--- config.mk ---
export PLATFORM = sky130hd
export DESIGN_NAME = exmem_stage_flat
export DESIGN_NICKNAME = d
export VERILOG_FILES = /design/src/rtl/exmem_stage_pkg.sv /design/src/rtl/exmem_stage_if.sv /design/src/rtl/exmem_stage_iter_mul.sv /design/src/rtl/exmem_stage.sv /design/src/flat_wrapper.sv
export SDC_FILE = /design/constraint.sdc
export NUM_CORES = 1
export LEC_CHECK = 0
export CAP_MARGIN = 20
export CORE_MARGIN = 2
export CORE_UTILIZATION = 50
export CTS_CLUSTER_SIZE = 8
export DETAILED_ROUTE_END_ITERATION = 7
export GPL_TIMING_DRIVEN = 0
export PLACE_DENSITY = 0.75
export SYNTH_ARGS = -nofsm -noshare
export SYNTH_HDL_FRONTEND = slang
export SYNTH_SLANG_ARGS = --single-unit
--- constraint.sdc ---
create_clock -name clk_i -period 7.9 [get_ports clk_i]
set_input_delay 1.58 -clock clk_i [delete_from_list [all_inputs] [get_ports clk_i]]
set_output_delay 1.58 -clock clk_i [all_outputs]
set_load 0.02 [all_outputs]
--- src/rtl/exmem_stage_pkg.sv ---
// Shared types and constants for the execute stage and EX/MEM register.
package exmem_stage_pkg;

   localparam int unsigned DATA_W = 32;
   localparam int unsigned REG_W  = 5;
   localparam int unsigned ALU_W  = 4;
   localparam int unsigned MEM_W  = 2;

   localparam int unsigned MEM_READ_BIT  = 0;
   localparam int unsigned MEM_WRITE_BIT = 1;

   localparam logic [ALU_W-1:0] ALU_ADD = 4'b0010;
   localparam logic [ALU_W-1:0] ALU_SUB = 4'b0110;
   localparam logic [ALU_W-1:0] ALU_AND = 4'b0000;
   localparam logic [ALU_W-1:0] ALU_OR  = 4'b0001;
   localparam logic [ALU_W-1:0] ALU_MUL = 4'b1111;

   typedef enum logic [0:0] {
      MUL_IDLE = 1'b0,
      MUL_BUSY = 1'b1
   } mul_state_e;

   typedef struct packed {
      logic [DATA_W-1:0] alu_result;
      logic [DATA_W-1:0] store_data;
      logic [REG_W-1:0]  rd_addr;
      logic [MEM_W-1:0]  mem;
      logic              wb;
   } exmem_t;

endpackage

--- src/rtl/exmem_stage_if.sv ---
// ID/EX-to-EX/MEM bus: operands and control in, registered results and stall out.
interface exmem_stage_if;
   import exmem_stage_pkg::*;

   logic [DATA_W-1:0] val1_i;
   logic [DATA_W-1:0] val2_i;
   logic [DATA_W-1:0] Simm_i;
   logic [ALU_W-1:0]  ALUCtrl_i;
   logic [REG_W-1:0]  rd_addr_i;
   logic [MEM_W-1:0]  Mem_i;
   logic              WB_i;
   logic [DATA_W-1:0] alu_result_o;
   logic [DATA_W-1:0] store_data_o;
   logic [REG_W-1:0]  rd_addr_o;
   logic [MEM_W-1:0]  Mem_o;
   logic              WB_o;
   logic              stall_o;
   logic              busy_o;

   modport master (
      output val1_i, val2_i, Simm_i, ALUCtrl_i, rd_addr_i, Mem_i, WB_i,
      input  alu_result_o, store_data_o, rd_addr_o, Mem_o, WB_o, stall_o, busy_o
   );

   modport slave (
      input  val1_i, val2_i, Simm_i, ALUCtrl_i, rd_addr_i, Mem_i, WB_i,
      output alu_result_o, store_data_o, rd_addr_o, Mem_o, WB_o, stall_o, busy_o
   );

endinterface

--- src/rtl/exmem_stage_iter_mul.sv ---
// Iterative shift-add multiplier retiring MUL_BITS multiplier bits per BUSY cycle.
module iter_mul
   import exmem_stage_pkg::*;
#(
   parameter int unsigned MUL_BITS = 2
) (
   input  logic              clk_i,
   input  logic              rst_n_i,
   input  logic              start,
   input  logic [DATA_W-1:0] mcand,
   input  logic [DATA_W-1:0] mplier,
   output logic              busy,
   output logic              last,
   output logic [DATA_W-1:0] product
);

   localparam int unsigned STEPS = DATA_W / MUL_BITS;
   localparam int unsigned CNT_W = $clog2(STEPS + 1);

   mul_state_e        state_q, state_d;
   logic [CNT_W-1:0]  count_q;
   logic [DATA_W-1:0] acc_q, mcand_q, mplier_q, pp_c;
   logic              load, step;

   always_ff @(posedge clk_i or negedge rst_n_i) begin
      if (!rst_n_i) state_q <= MUL_IDLE;
      else          state_q <= state_d;
   end

   always_comb begin
      state_d = state_q;
      case (state_q)
         MUL_IDLE: if (start) state_d = MUL_BUSY;
         MUL_BUSY: if (count_q == CNT_W'(1)) state_d = MUL_IDLE;
         default:  state_d = MUL_IDLE;
      endcase
   end

   always_comb begin
      busy = 1'b0;
      last = 1'b0;
      load = 1'b0;
      step = 1'b0;
      case (state_q)
         MUL_IDLE: load = start;
         MUL_BUSY: begin
            busy = 1'b1;
            step = 1'b1;
            last = (count_q == CNT_W'(1));
         end
         default: ;
      endcase
   end

   // Sum of the MUL_BITS partial products selected by the low multiplier bits
   always_comb begin
      pp_c = '0;
      for (int j = 0; j < int'(MUL_BITS); j++) begin
         if (mplier_q[j]) pp_c = pp_c + (mcand_q << j);
      end
   end

   assign product = acc_q + pp_c;

   always_ff @(posedge clk_i or negedge rst_n_i) begin
      if (!rst_n_i) begin
         count_q  <= '0;
         acc_q    <= '0;
         mcand_q  <= '0;
         mplier_q <= '0;
      end else if (load) begin
         count_q  <= CNT_W'(STEPS);
         acc_q    <= '0;
         mcand_q  <= mcand;
         mplier_q <= mplier;
      end else if (step) begin
         count_q  <= count_q - CNT_W'(1);
         acc_q    <= product;
         mcand_q  <= mcand_q << MUL_BITS;
         mplier_q <= mplier_q >> MUL_BITS;
      end
   end

endmodule

--- src/rtl/exmem_stage.sv ---
// Execute stage plus EX/MEM register. Define EXMEM_FAST_MUL_EN for a single-cycle
// combinational MUL; otherwise MUL uses iter_mul and stalls upstream.
module exmem_stage
   import exmem_stage_pkg::*;
#(
   parameter int unsigned MUL_BITS = 2
) (
   input  logic         clk_i,
   input  logic         rst_n_i,
   exmem_stage_if.slave bus
);

   logic              is_store;
   logic              stall;
   logic              busy;
   logic [DATA_W-1:0] mul_res;
   logic [DATA_W-1:0] alu_c;
   exmem_t            exmem_q;

   assign is_store = bus.Mem_i[MEM_WRITE_BIT];

`ifdef EXMEM_FAST_MUL_EN
   assign mul_res = DATA_W'(bus.val1_i * bus.val2_i);
   assign stall   = 1'b0;
   assign busy    = 1'b0;
`else
   logic is_mul, mul_start, mul_busy, mul_last;

   assign is_mul    = (bus.ALUCtrl_i == ALU_MUL) && !is_store;
   assign mul_start = is_mul && !mul_busy;

   iter_mul #(
      .MUL_BITS (MUL_BITS)
   ) u_iter_mul (
      .clk_i   (clk_i),
      .rst_n_i (rst_n_i),
      .start   (mul_start),
      .mcand   (bus.val1_i),
      .mplier  (bus.val2_i),
      .busy    (mul_busy),
      .last    (mul_last),
      .product (mul_res)
   );

   // Stall from the start cycle until the cycle the final sum is ready
   assign stall = mul_start || (mul_busy && !mul_last);
   assign busy  = mul_busy;
`endif

   always_comb begin
      alu_c = '0;
      if (is_store) begin
         alu_c = bus.val1_i + bus.Simm_i;
      end else begin
         case (bus.ALUCtrl_i)
            ALU_ADD: alu_c = bus.val1_i + bus.val2_i;
            ALU_SUB: alu_c = bus.val1_i - bus.val2_i;
            ALU_AND: alu_c = bus.val1_i & bus.val2_i;
            ALU_OR:  alu_c = bus.val1_i | bus.val2_i;
            ALU_MUL: alu_c = mul_res;
            default: alu_c = '0;
         endcase
      end
   end

   // A stalled cycle inserts a bubble; data fields keep their previous values
   always_ff @(posedge clk_i or negedge rst_n_i) begin
      if (!rst_n_i) begin
         exmem_q <= '0;
      end else if (stall) begin
         exmem_q.rd_addr <= '0;
         exmem_q.mem     <= '0;
         exmem_q.wb      <= 1'b0;
      end else begin
         exmem_q.alu_result <= alu_c;
         exmem_q.store_data <= bus.val2_i;
         exmem_q.rd_addr    <= bus.rd_addr_i;
         exmem_q.mem        <= bus.Mem_i;
         exmem_q.wb         <= bus.WB_i;
      end
   end

   assign bus.alu_result_o = exmem_q.alu_result;
   assign bus.store_data_o = exmem_q.store_data;
   assign bus.rd_addr_o    = exmem_q.rd_addr;
   assign bus.Mem_o        = exmem_q.mem;
   assign bus.WB_o         = exmem_q.wb;
   assign bus.stall_o      = stall;
   assign bus.busy_o       = busy;

endmodule

--- src/flat_wrapper.sv ---
// flat-port wrapper written by rule: the top's interface ports become plain ports
module exmem_stage_flat import exmem_stage_pkg::*;
#(
   parameter int unsigned MUL_BITS = 2
)
  (clk_i, rst_n_i, bus_val1_i, bus_val2_i, bus_Simm_i, bus_ALUCtrl_i, bus_rd_addr_i, bus_Mem_i, bus_WB_i, bus_alu_result_o, bus_store_data_o, bus_rd_addr_o, bus_Mem_o, bus_WB_o, bus_stall_o, bus_busy_o);
  exmem_stage_if bus_i ();
  input  logic clk_i;
  input  logic rst_n_i;
  input wire logic [$bits(bus_i.val1_i)-1:0] bus_val1_i;
  input wire logic [$bits(bus_i.val2_i)-1:0] bus_val2_i;
  input wire logic [$bits(bus_i.Simm_i)-1:0] bus_Simm_i;
  input wire logic [$bits(bus_i.ALUCtrl_i)-1:0] bus_ALUCtrl_i;
  input wire logic [$bits(bus_i.rd_addr_i)-1:0] bus_rd_addr_i;
  input wire logic [$bits(bus_i.Mem_i)-1:0] bus_Mem_i;
  input wire logic [$bits(bus_i.WB_i)-1:0] bus_WB_i;
  output wire logic [$bits(bus_i.alu_result_o)-1:0] bus_alu_result_o;
  output wire logic [$bits(bus_i.store_data_o)-1:0] bus_store_data_o;
  output wire logic [$bits(bus_i.rd_addr_o)-1:0] bus_rd_addr_o;
  output wire logic [$bits(bus_i.Mem_o)-1:0] bus_Mem_o;
  output wire logic [$bits(bus_i.WB_o)-1:0] bus_WB_o;
  output wire logic [$bits(bus_i.stall_o)-1:0] bus_stall_o;
  output wire logic [$bits(bus_i.busy_o)-1:0] bus_busy_o;
  assign bus_i.val1_i = bus_val1_i;
  assign bus_i.val2_i = bus_val2_i;
  assign bus_i.Simm_i = bus_Simm_i;
  assign bus_i.ALUCtrl_i = bus_ALUCtrl_i;
  assign bus_i.rd_addr_i = bus_rd_addr_i;
  assign bus_i.Mem_i = bus_Mem_i;
  assign bus_i.WB_i = bus_WB_i;
  assign bus_alu_result_o = bus_i.alu_result_o;
  assign bus_store_data_o = bus_i.store_data_o;
  assign bus_rd_addr_o = bus_i.rd_addr_o;
  assign bus_Mem_o = bus_i.Mem_o;
  assign bus_WB_o = bus_i.WB_o;
  assign bus_stall_o = bus_i.stall_o;
  assign bus_busy_o = bus_i.busy_o;
  exmem_stage #(.MUL_BITS(MUL_BITS)) u_core (.clk_i(clk_i), .rst_n_i(rst_n_i), .bus(bus_i));
endmodule
==> results of run 1 <==
tightest hold or removal path: stages, from the launching register on:
cell	delay [ps]
sky130_fd_sc_hd__dfrtp_1	340
sky130_fd_sc_hd__nand2_1	50
sky130_fd_sc_hd__nand2_1	50
timing repair:
item | in CTS | in global routing
endpoints found under the setup margin | 1 | 7
hold buffers | 0 | 0
gates resized for setup | 1 | 4
power groups by stage:
stage               Clock (mW)  Sequential [mW]  Combinational [mW]
global placement             0             1.52                2.81
global route             0.954             1.56                3.20
floorplan                    0             1.67                1.61
detailed placement           0             1.53                2.88
finish                   0.922             1.52                2.94
CTS                      0.924             1.51                2.90
path summary, 6_finish.rpt:
path / start / depth (start not counted) / slack [ps] / end
setup / recovery: u_core.u_iter_mul.mplier_q[0] / 29 / 550 / u_core.bus.alu_result_o[25]
hold / removal: u_core.bus.store_data_o[15] / 2 / 470 / u_core.bus.store_data_o[15]
max in group asynchronous: rst_n_i / 2 / 5920 / u_core.bus.alu_result_o[31]
min in group asynchronous: rst_n_i / 1 / 1050 / u_core.bus.store_data_o[3]
hold reg to reg: u_core.bus.store_data_o[15] / 2 / 470 / u_core.bus.store_data_o[15]
setup reg to reg: u_core.u_iter_mul.mplier_q[0] / 29 / 550 / u_core.bus.alu_result_o[25]
metal layers:
metal	vias to the layer above	global-route usage, %	routed length [µm]
met5	-	0	13
met4	2	17.33	2760
met3	177	4.939	4505
met2	742	52.26	24160
met1	7271	41.44	21640
li1	7334	-	-
per-stage QoR:
stage	utilization, %	TNS, ps
after floorplan	-	0
after global placement	58.26	-356190
after detailed placement	58.39	0
after CTS	60.39	0
after global routing	60.38	0
final	60.38	0
synth_stat cells (all sizes together) (18+ instances only):
cell / n / share of area, %
nand2: 341 / 8.2
o21ai: 178 / 5.8
dfrtp: 174 / 28
a21oi: 131 / 4.2
ha: 119 / 9.5
nor2: 92 / 2.2
clkbuf: 80 / 1.9
xnor2: 78 / 4.4
xor2: 70 / 3.9
mux2i: 69 / 4.4
a21o: 61 / 2.9
inv: 48 / 1.2
and2: 33 / 1.3
buf: 29 / 1.0
maj3: 29 / 1.9
nand3: 26 / 0.86
nor3: 26 / 0.83
nand2b: 22 / 0.88
o21a: 18 / 0.86
layout make-up:
class | count | share of cell area [%]
Multi-Input combinational cell | 1588 | 57.42
Sequential cell | 174 | 23.45
Timing Repair Buffer | 178 | 9.704
Tap cell | 396 | 2.668
Buffer | 108 | 2.493
Clock buffer | 18 | 2.365
Inverter | 48 | 0.9704
Clock inverter | 14 | 0.9299
kinds of logic (layout without fill, tap and decap cells):
family / after synthesis / in the layout / share of synthesized area (%)
and+or+nand+nor: 624 / 624 / 18.07
AOI/OAI and AO/OA: 581 / 581 / 24.45
DFF: 174 / 174 / 27.81
buffers and inverters: 157 / 366 / 4.107
adders and majority gates: 152 / 152 / 11.87
xor gates and xnor gates: 148 / 148 / 8.278
muxes: 83 / 83 / 5.417
registers in the layout (all words and copies together), names as in the netlist:
signal                      cells
u_core.u_iter_mul.acc_q        32
u_core.u_iter_mul.count_q       5
u_core.bus.store_data_o        32
u_core.bus.WB_o                 1
u_core.u_iter_mul.mcand_q      32
u_core.u_iter_mul.state_q       1
u_core.bus.rd_addr_o            5
u_core.bus.alu_result_o        32
u_core.bus.Mem_o                2
u_core.u_iter_mul.mplier_q     32
==> results.sh, run 1 <==
export IMPL_grt_pass1_vias=15325
export IMPL_timing_final_crit_period_ps=7350
export IMPL_vias_per_cell=6.151
export IMPL_global_route_congestion_overflow_total=0
export IMPL_antennaDiodeCount=0
export IMPL_cts_buffers_inserted=17
export IMPL_ys_seq_area_share_pct=27.81
export IMPL_share_comb_of_total_power_pct=54.6
export IMPL_final_hold_viol_count=0
export IMPL_global_route_wire_length_before_repair_um=82880
export IMPL_i_o_pin_count=184
export IMPL_clkTransAtPathRegs_ps=80
export IMPL_crit_fanout=19
export IMPL_run_status="finished, final reports clean"
export IMPL_remaining_drc_errors=0
export IMPL_row_cnt=64
export IMPL_largest_net_degree_at_the_start_of_global_routing=112
export IMPL_fin_total_pwr_mw=5.386
export IMPL_final_stage_net_count=2348
export IMPL_cell_internal_pwr_mw=2.875
export IMPL_yosys_warnings=0
export IMPL_number_of_enable_flip_flop_cells_after_synthesis=0
export IMPL_async_reset_ff_share_pct=100.0
export IMPL_critPathSlowestCell="sky130_fd_sc_hd__a221oi_1"
export IMPL_fmax_mhz=136.0
export IMPL_final_cell_area_um2=18570
export IMPL_layoutNonFillerInstCount=2524
export IMPL_timing_critical_path_buf_inv=6
export IMPL_critical_path_end_type="flip-flop"
export IMPL_hold_class="reg -> reg"
export IMPL_ratio_of_cells_with_drive_above_1_in_the_final_layout_pct=4.699
export IMPL_timing_critical_path_slowest_cell_delay_ps=510
export IMPL_register_area_um2=4354
export IMPL_grtUsageTotal_pct=32.20
export IMPL_drv_cap=0
export IMPL_worst_pin_slew_ps=1216
export IMPL_area_growth_syn_to_layout_pct=18.58
export IMPL_antenna_found_initial=1
export IMPL_sort_of_element_at_the_start_of_the_critical_path="flip-flop"
export IMPL_synth_top_flop_cell="sky130_fd_sc_hd__dfrtp_1"
export IMPL_cts_htree_levels=4
export IMPL_overall_via_count_from_detail_route=15526
export IMPL_floorplan_die_height_um=181.0
export IMPL_ctsLongestPathBuffers=2
export IMPL_clock_root_buffer="sky130_fd_sc_hd__clkbuf_16"
export IMPL_grt_setup_unrepaired="no"
export IMPL_placed_cells_incl_taps=2493
export IMPL_whs_ps=470.4
export IMPL_timing_critical_path_max_delay_family="compound AO/OA/AOI/OAI gates"
export IMPL_routed_wire_length_per_instance_um=21.03
export IMPL_cts_sinks=174
export IMPL_tritoncts="built"
export IMPL_netlist_cell_type_count=91
export IMPL_critical_path_required_ps=8230
export IMPL_relative_slew_slack_pct=18.96
export IMPL_placedInstanceArea_um2=17960
export IMPL_synth_area_um2=15660
export IMPL_signal_arrival_time_at_the_worst_endpoint_ps=7680
export IMPL_wl_um=53080
export IMPL_drt_first_iter_violations=1583
export IMPL_yosys_register_bits=174
export IMPL_power_static_leakage_nw=8.288
export IMPL_postCtsSetupRepairBufs=0
export IMPL_peakVddDrop_mv=0.2059
export IMPL_dieWidth_um=181.0
export IMPL_share_clk_of_total_power_pct=17.1
export IMPL_switchingPower_mw=2.510
export IMPL_power_switching_share_pct=46.61
export IMPL_die_area_um2=32750
export IMPL_setup_ws_ps=549.7
export IMPL_crit_top_cell="sky130_fd_sc_hd__a21o_1"
export IMPL_clock_insertion_delay_worst_skew_ps=460
export IMPL_pre_cts_slack_ps=50.96
export IMPL_syn_mean_instance_area_um2=8.160
export IMPL_filler_cell_count=2718
export IMPL_ant_nets=0
export IMPL_core_box_area_um2=30750
export IMPL_drt_pre_antenna_iters=8
export IMPL_finalSetupViolations=0
export IMPL_finalClockSkew_ps=16.49
export IMPL_replace_congestion=1.029
export IMPL_post_route_period_util_pct=93.04
export IMPL_layout_cells_most_common_list="sky130_fd_sc_hd__nand2_1 (341), sky130_fd_sc_hd__clkdlybuf4s50_1 (175), sky130_fd_sc_hd__dfrtp_1 (174)"
export IMPL_multi_input_area_um2=10660
export IMPL_synthesis_instances=1919
export IMPL_synth_nets=2152
export IMPL_detail_placement_hpwl_um=42090
export IMPL_number_of_pins_with_negative_max_slew_slack_in_the_final_report=0
export IMPL_powerDensity_nw_per_um2=290.0
export IMPL_numPortBuffers=176
export IMPL_criticalPathCategory="reg -> reg"
export IMPL_mostFrequentLayoutCell="sky130_fd_sc_hd__nand2_1"
export IMPL_pwr_share_seq_pct=28.3
export IMPL_initial_utilization_pct=50.92
(Power assumes the default switching activity.)
==> run 2: changes to the inputs <==
CORE_ASPECT_RATIO = 1.4   (was default)
SKIP_LAST_GASP = 1   (was default)
==> results.sh, run 2 (same netlist as run 1, synthesis figures left out) <==
export IMPL_power_switching_share_pct=45.46
export IMPL_share_comb_of_total_power_pct=54.3
export IMPL_critPathSlowestCell="sky130_fd_sc_hd__clkbuf_1"
export IMPL_placedInstanceArea_um2=17950
export IMPL_hold_class="reg -> reg"
export IMPL_floorplan_die_height_um=213.4
export IMPL_violated_checks="DRC"
export IMPL_final_stage_net_count=2348
export IMPL_finalSetupViolations=0
export IMPL_number_of_pins_with_negative_max_slew_slack_in_the_final_report=0
export IMPL_grtUsageTotal_pct=32.91
export IMPL_ctsLongestPathBuffers=2
export IMPL_ratio_of_cells_with_drive_above_1_in_the_final_layout_pct=4.652
export IMPL_power_static_leakage_nw=8.308
export IMPL_post_route_period_util_pct=93.92
export IMPL_cts_resized=0
export IMPL_critical_path_end_type="flip-flop"
export IMPL_filler_cell_count=2833
export IMPL_worst_pin_slew_ps=1093
export IMPL_switchingPower_mw=2.465
export IMPL_remaining_drc_errors=1
export IMPL_overall_via_count_from_detail_route=15451
export IMPL_mostFrequentLayoutCell="sky130_fd_sc_hd__nand2_1"
export IMPL_wl_um=54150
export IMPL_grt_pass1_vias=15327
export IMPL_grtUsageMet2_pct=57.67
export IMPL_timing_critical_path_max_delay_family="compound AO/OA/AOI/OAI gates"
export IMPL_fmax_mhz=134.8
export IMPL_vias_per_cell=6.136
export IMPL_critical_path_required_ps=8240
export IMPL_largest_net_degree_at_the_start_of_global_routing=103
export IMPL_clkTransAtPathRegs_ps=70
export IMPL_signal_arrival_time_at_the_worst_endpoint_ps=7760
export IMPL_grt_busiest_layer="met2"
export IMPL_finalClockSkew_ps=11.94
export IMPL_pwr_share_seq_pct=28.1
export IMPL_final_cell_area_um2=18600
export IMPL_replace_congestion=1.004
export IMPL_numPortBuffers=176
export IMPL_timing_critical_path_slowest_cell_delay_ps=510
export IMPL_crit_fanout=19
export IMPL_run_status="finished with violations"
export IMPL_number_of_hold_buffers_added_after_cts=0
export IMPL_final_hold_viol_count=0
export IMPL_dieWidth_um=153.6
export IMPL_criticalPathCategory="reg -> reg"
export IMPL_drt_pre_antenna_iters=8
export IMPL_core_box_area_um2=30810
export IMPL_crit_top_cell="sky130_fd_sc_hd__a21oi_1"
export IMPL_i_o_pin_count=184
export IMPL_sort_of_element_at_the_start_of_the_critical_path="flip-flop"
export IMPL_post_route_util_pct=60.37
export IMPL_detail_placement_hpwl_um=43800
export IMPL_share_clk_of_total_power_pct=17.6
export IMPL_area_growth_syn_to_layout_pct=18.79
export IMPL_powerDensity_nw_per_um2=291.5
export IMPL_cts_buffers_inserted=17
export IMPL_peakVddDrop_mv=0.2832
export IMPL_relative_slew_slack_pct=27.17
export IMPL_cts_sinks=174
export IMPL_globalRouteMet3Util_pct=4.325
export IMPL_postCtsSetupRepairBufs=0
export IMPL_antennaDiodeCount=0
export IMPL_global_route_congestion_overflow_total=0
export IMPL_clock_insertion_delay_worst_skew_ps=470
export IMPL_cell_internal_pwr_mw=2.957
export IMPL_tritoncts="built"
export IMPL_timing_final_crit_period_ps=7420
export IMPL_drv_cap=0
export IMPL_grt_use_met1_pct=39.31
export IMPL_die_area_um2=32770
export IMPL_clock_root_buffer="sky130_fd_sc_hd__clkbuf_16"
export IMPL_initial_utilization_pct=50.82
export IMPL_grt_setup_unrepaired="no"
export IMPL_antenna_found_initial=0
export IMPL_row_cnt=76
export IMPL_routed_wire_length_per_instance_um=21.50
export IMPL_drt_first_iter_violations=1286
export IMPL_ant_nets=0
export IMPL_global_route_wire_length_before_repair_um=84030
export IMPL_layout_cells_most_common_list="sky130_fd_sc_hd__nand2_1 (341), sky130_fd_sc_hd__clkdlybuf4s50_1 (175), sky130_fd_sc_hd__dfrtp_1 (174)"
export IMPL_timing_critical_path_buf_inv=6
export IMPL_cts_htree_levels=4
run 2: final cells by class:
type / instances / area (µm²) / area share, %
Buffer: 108 / 461.7 / 2.482
Sequential cell: 174 / 4354 / 23.41
Clock inverter: 14 / 214.0 / 1.150
Clock buffer: 18 / 439.2 / 2.361
Timing Repair Buffer: 178 / 1802 / 9.687
Inverter: 48 / 180.2 / 0.9687
Multi-Input combinational cell: 1588 / 10660 / 57.32
Tap cell: 390 / 488.0 / 2.623
run 2: per-layer routing:
metal  routed length (µm)  share of wire, %
met2                26740                49
met5                    0                 0
met4                 2993               5.5
met1                21220                39
met3                 3185               5.9
run 2: worst register-to-register path: cells and delay by family, from the launching register on:
| family | cells | cell delay [ps] |
|---|---|---|
| adders and majority gates | 3 | 970 |
| AOI/OAI and AO/OA | 13 | 2750 |
| muxes | 1 | 350 |
| DFF | 1 | 340 |
| and+or+nand+nor | 6 | 1200 |
| buffers and inverters | 6 | 1380 |
| xor gates and xnor gates | 1 | 310 |
run 2: through the flow:
stage	cells	hold WS [ps]	worst slack (ps)	TNS [ps]	power, mW
floorplan	1919	452.8	1845	0	3.285
global placement	2485	451.4	-1920	-329730	4.354
detailed placement	2487	459.2	-1.722	-1.722	4.424
CTS	2518	475.4	337.3	0	5.388
global route	2518	499.6	83.49	0	5.763
finish	2518	473.7	480.2	0	5.421
run 2: final timing paths:
check                                              start                            end  slack [ps]  cells after the start
min reg2reg                   u_core.bus.store_data_o[4]     u_core.bus.store_data_o[4]         470                      2
min in group asynchronous                        rst_n_i     u_core.bus.store_data_o[5]        1070                      1
min                           u_core.bus.store_data_o[4]     u_core.bus.store_data_o[4]         470                      2
max                        u_core.u_iter_mul.mplier_q[0]    u_core.bus.alu_result_o[25]         480                     30
max in group asynchronous                        rst_n_i  u_core.u_iter_mul.mcand_q[11]        5890                      2
max reg2reg                u_core.u_iter_mul.mplier_q[0]    u_core.bus.alu_result_o[25]         480                     30
run 2: power groups by stage:
stage	Combinational, mW	Sequential, mW	Clock (mW)
after floorplan	1.61	1.67	0
after global placement	2.84	1.52	0
after detailed placement	2.90	1.53	0
after CTS	2.91	1.51	0.959
after global routing	3.20	1.56	1.00
final	2.94	1.52	0.955
